`src/rtl/survivor_ram.sv`:
```
// Survivor-path memory for the Viterbi decoder: a circular decision-word buffer
// with single-cycle random reads and an autonomous newest-to-oldest traceback.
`ifndef WD_RAM_ADDRESS
`define WD_RAM_ADDRESS 4
`endif

module survivor_ram #(
  parameter int unsigned WD_DATA = 8,
  parameter int unsigned WD_ADDR = `WD_RAM_ADDRESS
) (
  input  logic               Clock,
  input  logic               Reset,
  input  logic               WriteEnable,
  input  logic [WD_DATA-1:0] DataIn,
  input  logic               RandomRead,
  input  logic [WD_ADDR-1:0] ReadAddress,
  input  logic               TraceStart,
  input  logic [WD_ADDR:0]   TraceLength,
  output logic [WD_DATA-1:0] DataOut,
  output logic               DataValid,
  output logic               TraceLast,
  output logic               Busy,
  output logic [WD_ADDR:0]   Count,
  output logic               Full
);

  localparam int unsigned WD_CNT = WD_ADDR + 1;
  localparam int unsigned DEPTH  = 1 << WD_ADDR;

  localparam logic [0:0] IDLE  = 1'b0;
  localparam logic [0:0] TRACE = 1'b1;

  logic [WD_DATA-1:0] mem [DEPTH];

  logic [0:0]         state, state_n;
  logic [WD_ADDR-1:0] wr_ptr;
  logic [WD_ADDR-1:0] addr, addr_n;
  logic [WD_CNT-1:0]  remaining, remaining_n;
  logic [WD_CNT-1:0]  count_q;
  logic               full_q;
  logic [WD_DATA-1:0] dout_n;
  logic               valid_n, last_n;
  logic [WD_ADDR-1:0] rd_addr;
  logic [WD_CNT-1:0]  eff_len;
  logic               trace_go;

  // Decision storage; read is taken from the pre-edge contents (read-before-write).
  always_ff @(posedge Clock) begin
    if (WriteEnable) mem[wr_ptr] <= DataIn;
  end

  // Write pointer and fill level; writes are accepted in every state.
  always_ff @(posedge Clock or negedge Reset) begin
    if (!Reset) begin
      wr_ptr  <= '0;
      count_q <= '0;
      full_q  <= 1'b0;
    end else if (WriteEnable) begin
      wr_ptr <= wr_ptr + WD_ADDR'(1);
      if (count_q != WD_CNT'(DEPTH)) begin
        count_q <= count_q + WD_CNT'(1);
        full_q  <= (count_q + WD_CNT'(1)) == WD_CNT'(DEPTH);
      end
    end
  end

  // Clamp the requested trace length to the number of stored words.
  always_comb begin
    eff_len  = (TraceLength < count_q) ? TraceLength : count_q;
    trace_go = TraceStart && (TraceLength != '0) && (count_q != '0);
  end

  // Next-state and registered-output decode.
  always_comb begin
    state_n     = state;
    addr_n      = addr;
    remaining_n = remaining;
    valid_n     = 1'b0;
    last_n      = 1'b0;
    rd_addr     = ReadAddress;
    dout_n      = DataOut;
    case (state)
      IDLE: begin
        if (trace_go) begin
          rd_addr     = wr_ptr - WD_ADDR'(1);
          valid_n     = 1'b1;
          last_n      = (eff_len == WD_CNT'(1));
          addr_n      = wr_ptr - WD_ADDR'(2);
          remaining_n = eff_len - WD_CNT'(1);
          if (eff_len > WD_CNT'(1)) state_n = TRACE;
        end else if (RandomRead) begin
          rd_addr = ReadAddress;
          valid_n = 1'b1;
        end
      end
      TRACE: begin
        rd_addr     = addr;
        valid_n     = 1'b1;
        addr_n      = addr - WD_ADDR'(1);
        remaining_n = remaining - WD_CNT'(1);
        if (remaining == WD_CNT'(1)) begin
          last_n  = 1'b1;
          state_n = IDLE;
        end
      end
      default: state_n = IDLE;
    endcase
    if (valid_n) dout_n = mem[rd_addr];
  end

  // State and output registers; reset aborts any traceback in flight.
  always_ff @(posedge Clock or negedge Reset) begin
    if (!Reset) begin
      state     <= IDLE;
      addr      <= '0;
      remaining <= '0;
      DataOut   <= '0;
      DataValid <= 1'b0;
      TraceLast <= 1'b0;
    end else begin
      state     <= state_n;
      addr      <= addr_n;
      remaining <= remaining_n;
      DataOut   <= dout_n;
      DataValid <= valid_n;
      TraceLast <= last_n;
    end
  end

  assign Busy  = (state == TRACE);
  assign Count = count_q;
  assign Full  = full_q;

endmodule

```
`config.mk`:
```
export PLATFORM = sky130hd
export DESIGN_NAME = survivor_ram
export DESIGN_NICKNAME = d
export VERILOG_FILES = /design/src/rtl/survivor_ram.sv
export SDC_FILE = /design/constraint.sdc
export NUM_CORES = 1
export LEC_CHECK = 0
export CORE_MARGIN = 2
export CORE_UTILIZATION = 50
export DETAILED_ROUTE_END_ITERATION = 12
export PLACE_DENSITY = 0.68
export SYNTH_ARGS = -nofsm -noshare
export SYNTH_HDL_FRONTEND = slang
export SYNTH_SLANG_ARGS = --single-unit
```
`constraint.sdc`:
```
create_clock -name Clock -period 7 [get_ports Clock]
set_clock_uncertainty 0.05 [all_clocks]
set_input_delay 0.7 -clock Clock [delete_from_list [all_inputs] [get_ports Clock]]
set_output_delay 0.7 -clock Clock [all_outputs]
set_load 0.02 [all_outputs]
```
=== Word-level counts from Yosys, hierarchy flattened ===
Memories as Yosys holds them, arrays and structs flattened. A register that Yosys moved wholly into a read port is not among the register bits.
Cells that the tools add are included.

* Bitwise logic cells: 1
* Multiplexer cells: 19
* Reductions and logical operators: 6
* Magnitude comparators: 2
* Equality and inequality tests: 5
* Add/subtract/negate cells: 7

{| class="wikitable"
|+ Operators by type and width
! kind !! number
|-
| case mux 4 bit (2 select lines) || 2
|-
| equality test 5 x 1 -> 1 bit, second input constant || 2
|-
| 2-to-1 mux 5 bit || 2
|-
| case mux 5 bit (2 select lines) || 1
|-
| nonzero test 5 bit || 2
|-
| subtractor 5 x 1 -> 5 bit, second input constant || 2
|-
| 2-to-1 mux 1 bit || 9
|-
| 2-to-1 mux 4 bit || 2
|-
| subtractor 4 x 1 -> 4 bit, second input constant || 2
|-
| case mux 1 bit (2 select lines) || 3
|-
| adder 5 x 1 -> 5 bit, second input constant || 1
|-
| equality test 5 bit, second input constant || 1
|-
| > comparator 5 x 1 -> 1 bit, second input constant || 1
|-
| < comparator 5 bit || 1
|-
| inequality test 5 bit, second input constant || 1
|-
| adder 4 x 1 -> 4 bit, second input constant || 1
|-
| subtractor 4 x 2 -> 4 bit, second input constant || 1
|-
| logical AND 1 bit || 2
|-
| inequality test 2 bit, second input constant || 1
|-
| AND reduction 2 bit || 1
|-
| logical NOT 1 bit || 1
|-
| inverter 1 bit || 1
|}

* Memories: 1
* Output and inout port bits: 17
* Logic and storage cells: 49
* Input port bits: 22
* Bits in writable memories: 128
* Register bits after elaboration: 22

{| class="wikitable"
|+ Memory list
! memory !! words !! width !! read ports !! clocked after memory_dff !! wr ports !! line !! text
|-
| mem || 16 || 8 || 1 || 1 || 1 || 33 || <nowiki>logic [WD_DATA-1:0] mem [DEPTH];</nowiki>
|}

=== Logic depth before layout (Yosys ltp) ===
Gate-level depths: netlist (run 1).

* Depth after elaboration: 6
* Depth in mapped cells: 13
* Mapped depth without buffers: 12

=== Worst setup path after synthesis (run 1) ===
No wires, ideal clock.

* Path type: input port to flip-flop
* Start point: in TraceLength[1]
* End point: reg remaining[1]
* Arrival: 2.720 ns
* Stages: 12
* Path slack: 4.093 ns
* Path buffers: 1
* Required time: 6.814 ns
* Library setup time: 0.136 ns
* Path through: ha_1 -> a21o_1 -> a21o_1 -> a21o_1 -> a21oi_2 -> buf_2 -> nor2_1 -> a21oi_1 -> ha_1 -> mux2_2 -> nor2_1 -> a21oi_1

* Longest elaborated chain between the ends: 5
* Elaborated cells between the ends (all ways): 9
* Those cells by class: add/sub: 1; order compare: 1; eq/ne: 1; mux: 3; reduce/logical: 3

{| class="wikitable"
|+ Ends and longest elaborated chain
! item !! line !! text
|-
| start: declaration || 18 || <nowiki>input logic [WD_ADDR:0] TraceLength,</nowiki>
|-
| < comparator 5 bit || 69 || <nowiki>eff_len = (TraceLength < count_q) ? TraceLength : count_q;</nowiki>
|-
| 2-to-1 mux 5 bit || 69 ||
|-
| subtractor 5 x 1 -> 5 bit || 89 || <nowiki>remaining_n = eff_len - WD_CNT'(1);</nowiki>
|-
| 2-to-1 mux 5 bit || 84 || <nowiki>if (trace_go) begin</nowiki>
|-
| case mux 5 bit (2 select lines) || 82 || <nowiki>case (state)</nowiki>
|-
| end signal: assignment || 123 || <nowiki>remaining <= remaining_n;</nowiki>
|-
| end: declaration || 38 || <nowiki>logic [WD_CNT-1:0] remaining, remaining_n;</nowiki>
|}

Parallel ways exist; a longest one is shown, timed or not. The select of a mux whose other input is x is not followed.
A chain may end at the register's enable or synchronous reset.

=== Worst setup path in the final report (run 1) ===
* Start point: reg count_q[1], in the netlist Count[1]
* End point: reg DataOut[1], read port of mem

* Longest elaborated chain between the ends: 4
* Elaborated cells between the ends (all ways): 6
* Those cells by class: mux: 4; reduce/logical: 2

{| class="wikitable"
|+ Ends and longest elaborated chain
! item !! line !! text
|-
| start: declaration || 39 || <nowiki>logic [WD_CNT-1:0] count_q;</nowiki>
|-
| start signal: assignment || 61 || <nowiki>count_q <= count_q + WD_CNT'(1);</nowiki>
|-
| nonzero test 5 bit (*) || 70 || <nowiki>trace_go = TraceStart && (TraceLength != '0) && (count_q != '0);</nowiki>
|-
| logical AND 1 bit (*) || 70 ||
|-
| 2-to-1 mux 4 bit or 2-to-1 mux 1 bit (tied branches) || 84 ||
|-
| case mux 4 bit (2 select lines) or case mux 1 bit (2 select lines) (tied branches) || 82 ||
|-
| end: declaration || 19 || <nowiki>output logic [WD_DATA-1:0] DataOut,</nowiki>
|}

Mark *: on every way between the ends. The rest lies on a longest branch, timed or not.

==> impl_metrics.csv, run 1 <==
group,metric,value,unit
timing,maxSlewViolCount,0,
clock_network,cts_buffers,17,
synth,synth.most_common_cell,"edfxtp_1",
drt,drtAntennaViolNets,0,
timing,fin_ws,2990,ps
worst_setup_path,path_max_fanout,34,
clock_network,clk_pin_slew_worst_paths,60,ps
timing,slew_headroom,0.204,
worst_setup_path,end_kind,"flop",
final_layout,fin_nets,580,
placed_design,io_buffers,38,
global_route,grt_usage,0.201,
global_route,antenna_found_initial,0,
final_layout,antennaDiodeCount,0,
floorplan,boundaryPins,39,
global_route,first_global_vias,4147,
synth,synth_area,6950,µm²
timing,rsz0062_at_grt,"false",
pwr,peakVddDrop,0.000260,V
floorplan,die_height,122,µm
timing,setup_viol_count_final,0,
clock_network,cts_tree,"done",
synth,synthFlopType,"edfxtp_1",
clock_network,cts_setup_buffers,0,
worst_setup_path,r2r-start,"Count[1]$_DFFE_PN0P_",
drt,routed_wl,14100,µm
pwr,switchingPower,1.38,mW
drt,wl_per_cell,19.3,µm
pwr,pwr-share-seq,0.357,
synth,ys_ff_latch,158,
drt,drc,0,
synth,synth_common_cells,"edfxtp_1, nand2_1, dfrtp_1",
floorplan,initial_core_util,0.507,
placed_design,dp_slack,2580,ps
worst_setup_path,r2r_end,"DataOut[1]$_DFFE_PN0P_",
timing,worst_pin_slew,1190,ps
worst_setup_path,cp.required,7250,ps
worst_setup_path,path_cells,"inv_1 -> ha_1 -> nor4b_2 -> a211o_1 -> mux2i_1 -> o21a_1 -> nand2_1 -> o22ai_1 -> nor3_1",
final_layout,fillCellCount,1061,
synth,synth_top_area_share,0.553,
synth,post-synth-top-area-cell,"edfxtp_1",
pwr,combPwrFrac,0.392,
clock_network,cts-htree-levels,4,
worst_setup_path,cp_slowest_stage_delay,930,ps
pwr,p_per_area,467,nW/µm²
timing,max_freq,0.249,GHz
final_layout,multi_input_area,2120,µm²
worst_hold_path,hold_depth,2,
synth,ys_types,49,
synth,async_reset_ff_frac,0.190,
clock_network,clock_path_buffers,2,
timing,fin_crit_sh,0.573,
worst_hold_path,hold_start,"Full$_DFFE_PN0P_",
worst_setup_path,cp_num_buf_inv,1,
drt,viasPerCell,5.68,
worst_setup_path,worstPathArrival,4260,ps
timing,hold_viol_final,0,
drt,drtIter0Drc,402,
pwr,switching_share,0.367,
worst_setup_path,cp.depth,9,
placed_design,dp_hpwl,9260,µm
global_route,overflow,0,
clock_network,clk-insertion-delay-late,420,ps
drt,num_vias,4158,
final_layout,area_delta_synth_final,15.4,%
floorplan,core_area,13700,µm²
status,status,"finished, final reports clean",
synth,synthTopCellsByArea,"edfxtp_1, dfrtp_1, mux4_2",
global_route,grt_first_pass_wirelength,22200,µm
synth,avgSynthCellArea,13.7,µm²
clock_network,clock-sinks,158,
synth,ys_seq_area_frac,0.661,
floorplan,fp.dieW,122,µm
global_route,grt_max_degree,49,
worst_hold_path,min_path_type,"reg -> reg",
timing,fin_crit,4010,ps
worst_setup_path,path_delay_family,"compound AO/OA/AOI/OAI gates",
pwr,p_clk_frac,0.251,
timing,setup_tns,0,ps
worst_setup_path,r2r_cells,9,
worst_hold_path,holdPathEnd,"Full$_DFFE_PN0P_",
final_layout,drive_above_1_share,0.105,
drt,drtPass1Iterations,5,
worst_setup_path,path_class,"reg -> reg",
clock_network,hold_buffers,0,
pwr,p_leak,2.86,nW
synth,syn_nets,549,
run,drv_cap,0,
clock_network,cts-root-buf,"clkbuf_16",
worst_setup_path,slowest_stage,"o21a_1",
worst_setup_path,startpoint_type,"flop",
pwr,internal-power,2.37,mW
floorplan,rows,43,
synth,yosysWarnings,0,
final_layout,seqCellArea,4590,µm²
worst_setup_path,reg2reg_setup_slack,2990,ps
clock_network,ctsResizeCount,0,
floorplan,die_area,14900,µm²
placed_design,routabilityCongestion,0.811,
synth,synth_edf_count,128,
synth,synth_cells,508,
logic make-up after synthesis:
family,Yosys count,share of synthesized area
and+or+nand+nor,151,0.0986
muxes,25,0.0653
adders and majority gates,19,0.0342
DFF,158,0.661
AOI/OAI and AO/OA,89,0.0849
xor gates and xnor gates,17,0.0214
buffers and inverters,49,0.0349
metal layers:
layer	track usage	vias up	wire (µm)
met5	0	-	0
li1	-	1952	-
met4	0.0776	0	269
met3	0.0328	20	587
met1	0.284	2092	6490
met2	0.316	94	6740
state kept, by name, indices dropped and copies added, names as in the netlist:
signal     flops
mem          128
DataOut        8
Count          5
remaining      5
addr           4
wr_ptr         4
Busy           1
DataValid      1
Full           1
TraceLast      1
power groups by stage:
stage	sequential (mW)	combinational (mW)	clock, mW
2_1_floorplan	1.32	1.13	0
3_5_place_dp	1.35	1.46	0
4_1_cts	1.34	1.47	0.951
5_1_grt	1.36	1.62	0.988
6_report	1.34	1.47	0.943
3_3_place_gp	1.35	1.44	0
worst reg2reg max path, delay by kind of cell (launching register included):
family | cells | cell delay (ps)
fa+ha+maj | 1 | 180
mux | 1 | 280
buf+inv | 1 | 180
simple gates | 3 | 830
flops | 1 | 470
compound gates | 3 | 1900
worst max path at each step:
| stage | start | to | slack (ps) |
|---|---|---|---|
| final | Count[1]$_DFFE_PN0P_ | DataOut[1]$_DFFE_PN0P_ | 2990 |
| after global routing | TraceLength[2] | DataOut[1]$_DFFE_PN0P_ | 2600 |
| after CTS | Count[1]$_DFFE_PN0P_ | DataOut[1]$_DFFE_PN0P_ | 3010 |
| after detailed placement | TraceLength[2] | DataOut[1]$_DFFE_PN0P_ | 2580 |
| after global placement | TraceLength[2] | DataOut[1]$_DFFE_PN0P_ | 2640 |
| after floorplan | TraceLength[1] | remaining[1]$_DFFE_PN0P_ | 4090 |
stage by stage:
stage                     hold slack, ps  cell area [µm²]   util  power, mW  instances
after floorplan                      354             6950      -       2.45        508
final                                445             8020  0.585       3.75        732
after CTS                            445             8020  0.585       3.76        732
after global placement               423             7420  0.541       2.78        700
after detailed placement             438             7420  0.541       2.81        700
after global routing                 489             8020  0.585       3.96        732
layout make-up:
type | instances | share of cell area
multi-input cells | 301 | 0.264
well taps | 180 | 0.0281
inverters | 19 | 0.00889
clock inverters | 12 | 0.0198
flip-flops and latches | 158 | 0.573
clock buffers | 20 | 0.0557
repair buffers | 42 | 0.0511
cells in the final DEF (no fill, tap or decap), types with 2 or more instances in the layout:
master           Yosys  final
a32oi_1             15     15
o22ai_1             16     16
dfrtp_1             30     30
nand2_1             70     70
nand4_1              2      2
clkinv_4             0      2
mux2i_1              6      6
buf_4                3      4
a21oi_1             25     25
nor2b_1              2      2
a31oi_1              3      3
inv_1               18     18
inv_6                0      2
mux2_2               3      3
clkdlybuf4s50_1      0     38
xor2_1               6      6
nor3b_1              2      2
a211o_1              4      4
a21oi_2              2      2
nor3_1              17     17
edfxtp_1           128    128
nor2_1              28     28
and2_1              13     13
nand2b_1             3      3
ha_1                19     19
nand3_1              6      6
o21ai_0              9      9
clkbuf_1            13      2
clkinv_2             0      3
xnor2_1             11     11
a21boi_0             2      2
clkbuf_16            0     17
a21o_1               3      3
mux4_2              16     16
bufinv_16            0      3
a211oi_1             3      3
Note: power is estimated with default switching activity, not from simulation.
==> inputs of run 2 (changes only) <==
- PLACE_DENSITY: 0.68 -> 0.7
- clock period: 7 -> 3.2 ns (I/O delays scaled with it)
==> run 2 against run 1 <==
Compared with the run above: worst setup slack worse by 2800 ps; die area unchanged; highest routed layer unchanged; final cell count up 2.7%; global-route usage up 2.0 points; sequential share of layout area down 1.1 points; register-to-register slack worse by 2800 ps.
==> impl_metrics.csv, run 2 (synthesis gave the netlist of run 1 again) <==
group,metric,value,unit
status,status,"finished, final reports clean",
floorplan,boundaryPins,39,
worst_setup_path,reg2reg_setup_slack,220,ps
clock_network,cts-htree-levels,4,
drt,routed_wl,15500,µm
timing,setup_tns,0,ps
clock_network,hold_buffers,0,
worst_setup_path,cp_slowest_stage_delay,390,ps
final_layout,fillCellCount,1045,
global_route,first_global_vias,4177,
placed_design,dp_cells,720,
worst_setup_path,r2r-start,"Count[1]$_DFFE_PN0P_",
worst_setup_path,cp.required,3480,ps
clock_network,clk-insertion-delay-late,420,ps
drt,num_vias,4331,
worst_setup_path,path_cells,"inv_1 -> ha_1 -> nor4b_2 -> a211o_1 -> mux2i_1 -> and2_1 -> buf_12 -> nand2_1 -> a32oi_1 -> o22ai_1 -> nor3_1",
worst_hold_path,min_path_type,"in -> async",
worst_setup_path,path_class,"reg -> reg",
pwr,p_leak,2.95,nW
worst_setup_path,r2r_cells,11,
timing,setup_viol_count_final,0,
clock_network,clock_path_buffers,2,
drt,wl_per_cell,20.6,µm
worst_setup_path,slowest_stage,"a32oi_1",
final_layout,final_common_cell,"edfxtp_1",
placed_design,dp_hpwl,10100,µm
clock_network,clk_pin_slew_worst_paths,70,ps
clock_network,clock-sinks,158,
drt,viasPerCell,5.76,
final_layout,multi_input_area,2120,µm²
worst_setup_path,cp_num_buf_inv,2,
timing,slew_headroom,0.521,
final_layout,drive_above_1_share,0.136,
clock_network,ctsResizeCount,0,
global_route,grt_usage,0.221,
timing,maxSlewViolCount,0,
floorplan,initial_core_util,0.507,
floorplan,die_area,14900,µm²
floorplan,core_area,13700,µm²
clock_network,cts_buffers,17,
floorplan,rows,43,
final_layout,largest_register_ffs,128,
final_layout,stdcell_area,8180,µm²
clock_network,cts-root-buf,"clkbuf_16",
final_layout,seqCellArea,4590,µm²
final_layout,final_cell_mix,"edfxtp_1, nand2_1, clkdlybuf4s50_1",
global_route,grt_first_pass_wirelength,24200,µm
placed_design,io_buffers,38,
global_route,grt_max_degree,35,
final_layout,postLayoutCoreUtil,0.596,
timing,max_freq,0.336,GHz
pwr,peakVddDrop,0.000424,V
run,drv_cap,0,
placed_design,routabilityCongestion,0.883,
drt,drtAntennaViolNets,0,
placed_design,dp_slack,-112,ps
worst_setup_path,startpoint_type,"flop",
drt,drc,0,
worst_setup_path,end_kind,"flop",
clock_network,cts_setup_buffers,0,
worst_setup_path,path_delay_family,"simple AND/OR/NAND/NOR gates",
final_layout,stdcell_count,752,
final_layout,area_delta_synth_final,17.6,%
global_route,antenna_found_initial,0,
placed_design,dpl_cell_area,7610,µm²
floorplan,fp.dieW,122,µm
drt,drtPass1Iterations,5,
worst_setup_path,path_max_fanout,32,
timing,fin_crit,2980,ps
final_layout,antennaDiodeCount,0,
pwr,total_power,8.45,mW
final_layout,top_regs,"mem (128), DataOut (8)",
clock_network,cts_tree,"done",
worst_setup_path,startpoint,"Count[1]$_DFFE_PN0P_",
final_layout,fin_nets,600,
timing,rsz0062_at_grt,"false",
worst_setup_path,worstPathArrival,3260,ps
drt,drtIter0Drc,365,
floorplan,die_height,122,µm
global_route,overflow,0,
worst_setup_path,r2r_end,"DataOut[2]$_DFFE_PN0P_",
timing,hold_viol_final,0,
pwr,p_per_area,1030,nW/µm²
timing,fin_ws,222,ps
final_layout,top_register,"mem",
timing,worst_pin_slew,716,ps
timing,holdWs,245,ps
timing,fin_crit_sh,0.931,
[run 2: cell count changes in the layout (fill, tap and decap cells not counted)]
cell / delta
a21oi_4: +1
clkbuf_8: -1
a21oi_2: -1
inv_6: +1
inv_8: +2
buf_12: +3
bufinv_16: -2
buf_4: +17
clkinv_1: +2
clkbuf_1: -2
[run 2: layer usage]
layer / global-route usage / part of all wire / vias to the layer above
li1: - / - / 2003
met1: 0.329 / 0.45 / 2163
met3: 0.0403 / 0.052 / 23
met2: 0.329 / 0.48 / 142
met4: 0.0805 / 0.020 / 0
met5: 0 / 0 / -
[run 2: cell type report]
cell class              count  share of cell area
inverters                  19             0.00872
clock buffers              17              0.0520
well taps                 180              0.0275
flip-flops and latches    158               0.562
clock inverters            15              0.0168
repair buffers             62              0.0731
multi-input cells         301               0.260
[run 2: where the power goes]
group	internal (mW)	switching [mW]	total, mW	leakage [nW]
combinational	1.55	2.11	3.66	1.17
sequential	2.58	0.277	2.86	1.51
clock	1.08	0.850	1.93	0.279
[run 2: worst max-delay path by stage]
stage	cells after the start	slack, ps	end
final	11	220	DataOut[2]$_DFFE_PN0P_
after global routing	11	60	DataOut[2]$_DFFE_PN0P_
after CTS	10	60	DataOut[7]$_DFFE_PN0P_
after detailed placement	9	-110	DataOut[4]$_DFFE_PN0P_
after global placement	9	80	DataOut[6]$_DFFE_PN0P_
after floorplan	13	300	remaining[1]$_DFFE_PN0P_
==> inputs of run 3 (changes only) <==
- MAX_ROUTING_LAYER: not set -> met4
- clock period: 3.2 -> 2.65 ns (I/O delays scaled with it)
==> run 3 against run 2 <==
Compared with the run above: the run now ends with negative setup slack left; hold slack worse by 44 ps; critical path type unchanged; highest routed layer unchanged; first-iteration DRC count up 25%; sequential share of layout area is 5.4 points lower; clock power increased by 13%; critical endpoint is now DataOut[4]$_DFFE_PN0P_.
==> impl_metrics.csv, run 3 (synthesis gave the netlist of run 1 again) <==
group,metric,value,unit
timing,fin_ws,-40.3,ps
final_layout,fin_nets,646,
clock_network,clk-insertion-delay-late,420,ps
global_route,grt_first_pass_wirelength,24500,µm
drt,wl_per_cell,20.4,µm
final_layout,stdcell_area,9050,µm²
floorplan,boundaryPins,39,
clock_network,clock-sinks,158,
timing,max_freq,0.372,GHz
clock_network,clock_path_buffers,2,
clock_network,cts-root-buf,"clkbuf_16",
worst_setup_path,startpoint_type,"flop",
drt,viasPerCell,5.71,
global_route,grt_usage,0.235,
worst_setup_path,cp_slowest_stage_delay,380,ps
pwr,total_power,12.1,mW
drt,num_vias,4547,
final_layout,top_regs,"mem (128), DataOut (8)",
floorplan,fp.dieW,122,µm
worst_setup_path,path_delay_family,"compound AO/OA/AOI/OAI gates",
timing,worst_pin_slew,676,ps
pwr,p_leak,3.28,nW
floorplan,core_area,13700,µm²
global_route,first_global_vias,4500,
final_layout,largest_register_ffs,128,
floorplan,die_height,122,µm
worst_setup_path,end_kind,"flop",
floorplan,die_area,14900,µm²
global_route,antenna_found_initial,0,
final_layout,final_cell_mix,"edfxtp_1, nand2_1, buf_4",
drt,drtIter0Drc,456,
timing,hold_viol_final,0,
worst_hold_path,min_path_type,"in -> async",
drt,drc,0,
pwr,peakVddDrop,0.000638,V
floorplan,rows,43,
global_route,grt_max_degree,31,
clock_network,cts-htree-levels,4,
floorplan,initial_core_util,0.507,
timing,rsz0062_at_grt,"true",
final_layout,drive_above_1_share,0.299,
placed_design,routabilityCongestion,0.877,
run,drv_cap,0,
final_layout,antennaDiodeCount,0,
timing,setup_viol_count_final,8,
clock_network,hold_buffers,0,
worst_setup_path,worstPathArrival,2990,ps
worst_setup_path,cp_num_buf_inv,4,
timing,maxSlewViolCount,0,
worst_setup_path,path_cells,"inv_4 -> ha_4 -> nor4b_4 -> a211o_1 -> buf_6 -> mux2i_1 -> o21a_2 -> buf_12 -> bufbuf_16 -> a32oi_2 -> o22ai_2 -> nor3_2",
drt,drtAntennaViolNets,0,
status,status,"finished with violations",
timing,slew_headroom,0.548,
drt,routed_wl,16200,µm
placed_design,io_buffers,38,
pwr,p_per_area,1340,nW/µm²
timing,fin_crit_sh,1.02,
timing,setup_tns,-176,ps
drt,drtPass1Iterations,5,
final_layout,area_delta_synth_final,30.2,%
worst_setup_path,path_class,"reg -> reg",
worst_setup_path,path_max_fanout,12,
final_layout,top_register,"mem",
final_layout,final_common_cell,"edfxtp_1",
clock_network,clk_pin_slew_worst_paths,60,ps
placed_design,dp_hpwl,10300,µm
timing,fin_crit,2690,ps
clock_network,cts_tree,"done",
clock_network,cts_buffers,17,
final_layout,postLayoutCoreUtil,0.660,
status,violations,"negative setup slack",
worst_setup_path,slowest_stage,"dfrtp_2",
worst_setup_path,cp.required,2950,ps
global_route,overflow,0,
placed_design,dpl_cell_area,7780,µm²
run 3: changes by cell type in the layout (fill, tap and decap cells not counted), moves of 7 or more:
cell     before  now
buf_4        21   51
a32oi_1      15    2
a32oi_2       0   11
o22ai_1      16    5
o22ai_2       0   11
nor2_1       28   21
run 3: layout make-up:
cell class / count / area, µm²
clock buffer: 18 / 429
clock inverter: 12 / 98.8
fill: 949 / 4670
inverter: 19 / 73.8
multi-input combinational: 301 / 2500
sequential: 158 / 4600
tap: 180 / 225
timing repair buffer: 108 / 1130
run 3: metal layers:
metal / wire [µm] / global-route usage
met5: 0 / -
met4: 323 / 0.0697
met3: 849 / 0.0590
met2: 8120 / 0.365
met1: 6960 / 0.309
run 3: path summary, 6_finish.rpt:
path	to	slack (ps)	depth (start not counted)	startpoint
min in group Clock	addr[0]$_DFFE_PN0P_	440	1	addr[0]$_DFFE_PN0P_
worst max-delay path	DataOut[4]$_DFFE_PN0P_	-40	12	Count[1]$_DFFE_PN0P_
worst max register to register	DataOut[4]$_DFFE_PN0P_	-40	12	Count[1]$_DFFE_PN0P_
max in group asynchronous	Count[2]$_DFFE_PN0P_	2020	2	Reset
worst min register to register	addr[0]$_DFFE_PN0P_	440	1	addr[0]$_DFFE_PN0P_
worst min-delay path	Count[3]$_DFFE_PN0P_	200	2	Reset
run 3: where the power goes:
part,internal [mW],leakage [nW],switching [mW]
sequential,3.13,1.50,0.275
combinational,3.25,1.53,3.30
clock,1.27,0.255,0.917
total,7.64,3.28,4.49
run 3: through the flow:
step                hold WS [ps]  setup WS, ps  instances
finish                       201         -40.3        796
global placement             419          -279        741
CTS                          214         -25.7        787
detailed placement           428          -366        741
global route                 243          -196        796
floorplan                  -80.6         -62.5        508
run 3: timing repair:
action                                  CTS  global route
endpoints found under the setup margin   12            13
pin swaps                                26            23
resized for setup                        56            32
gates cloned                              4             1
setup buffers                            12            10
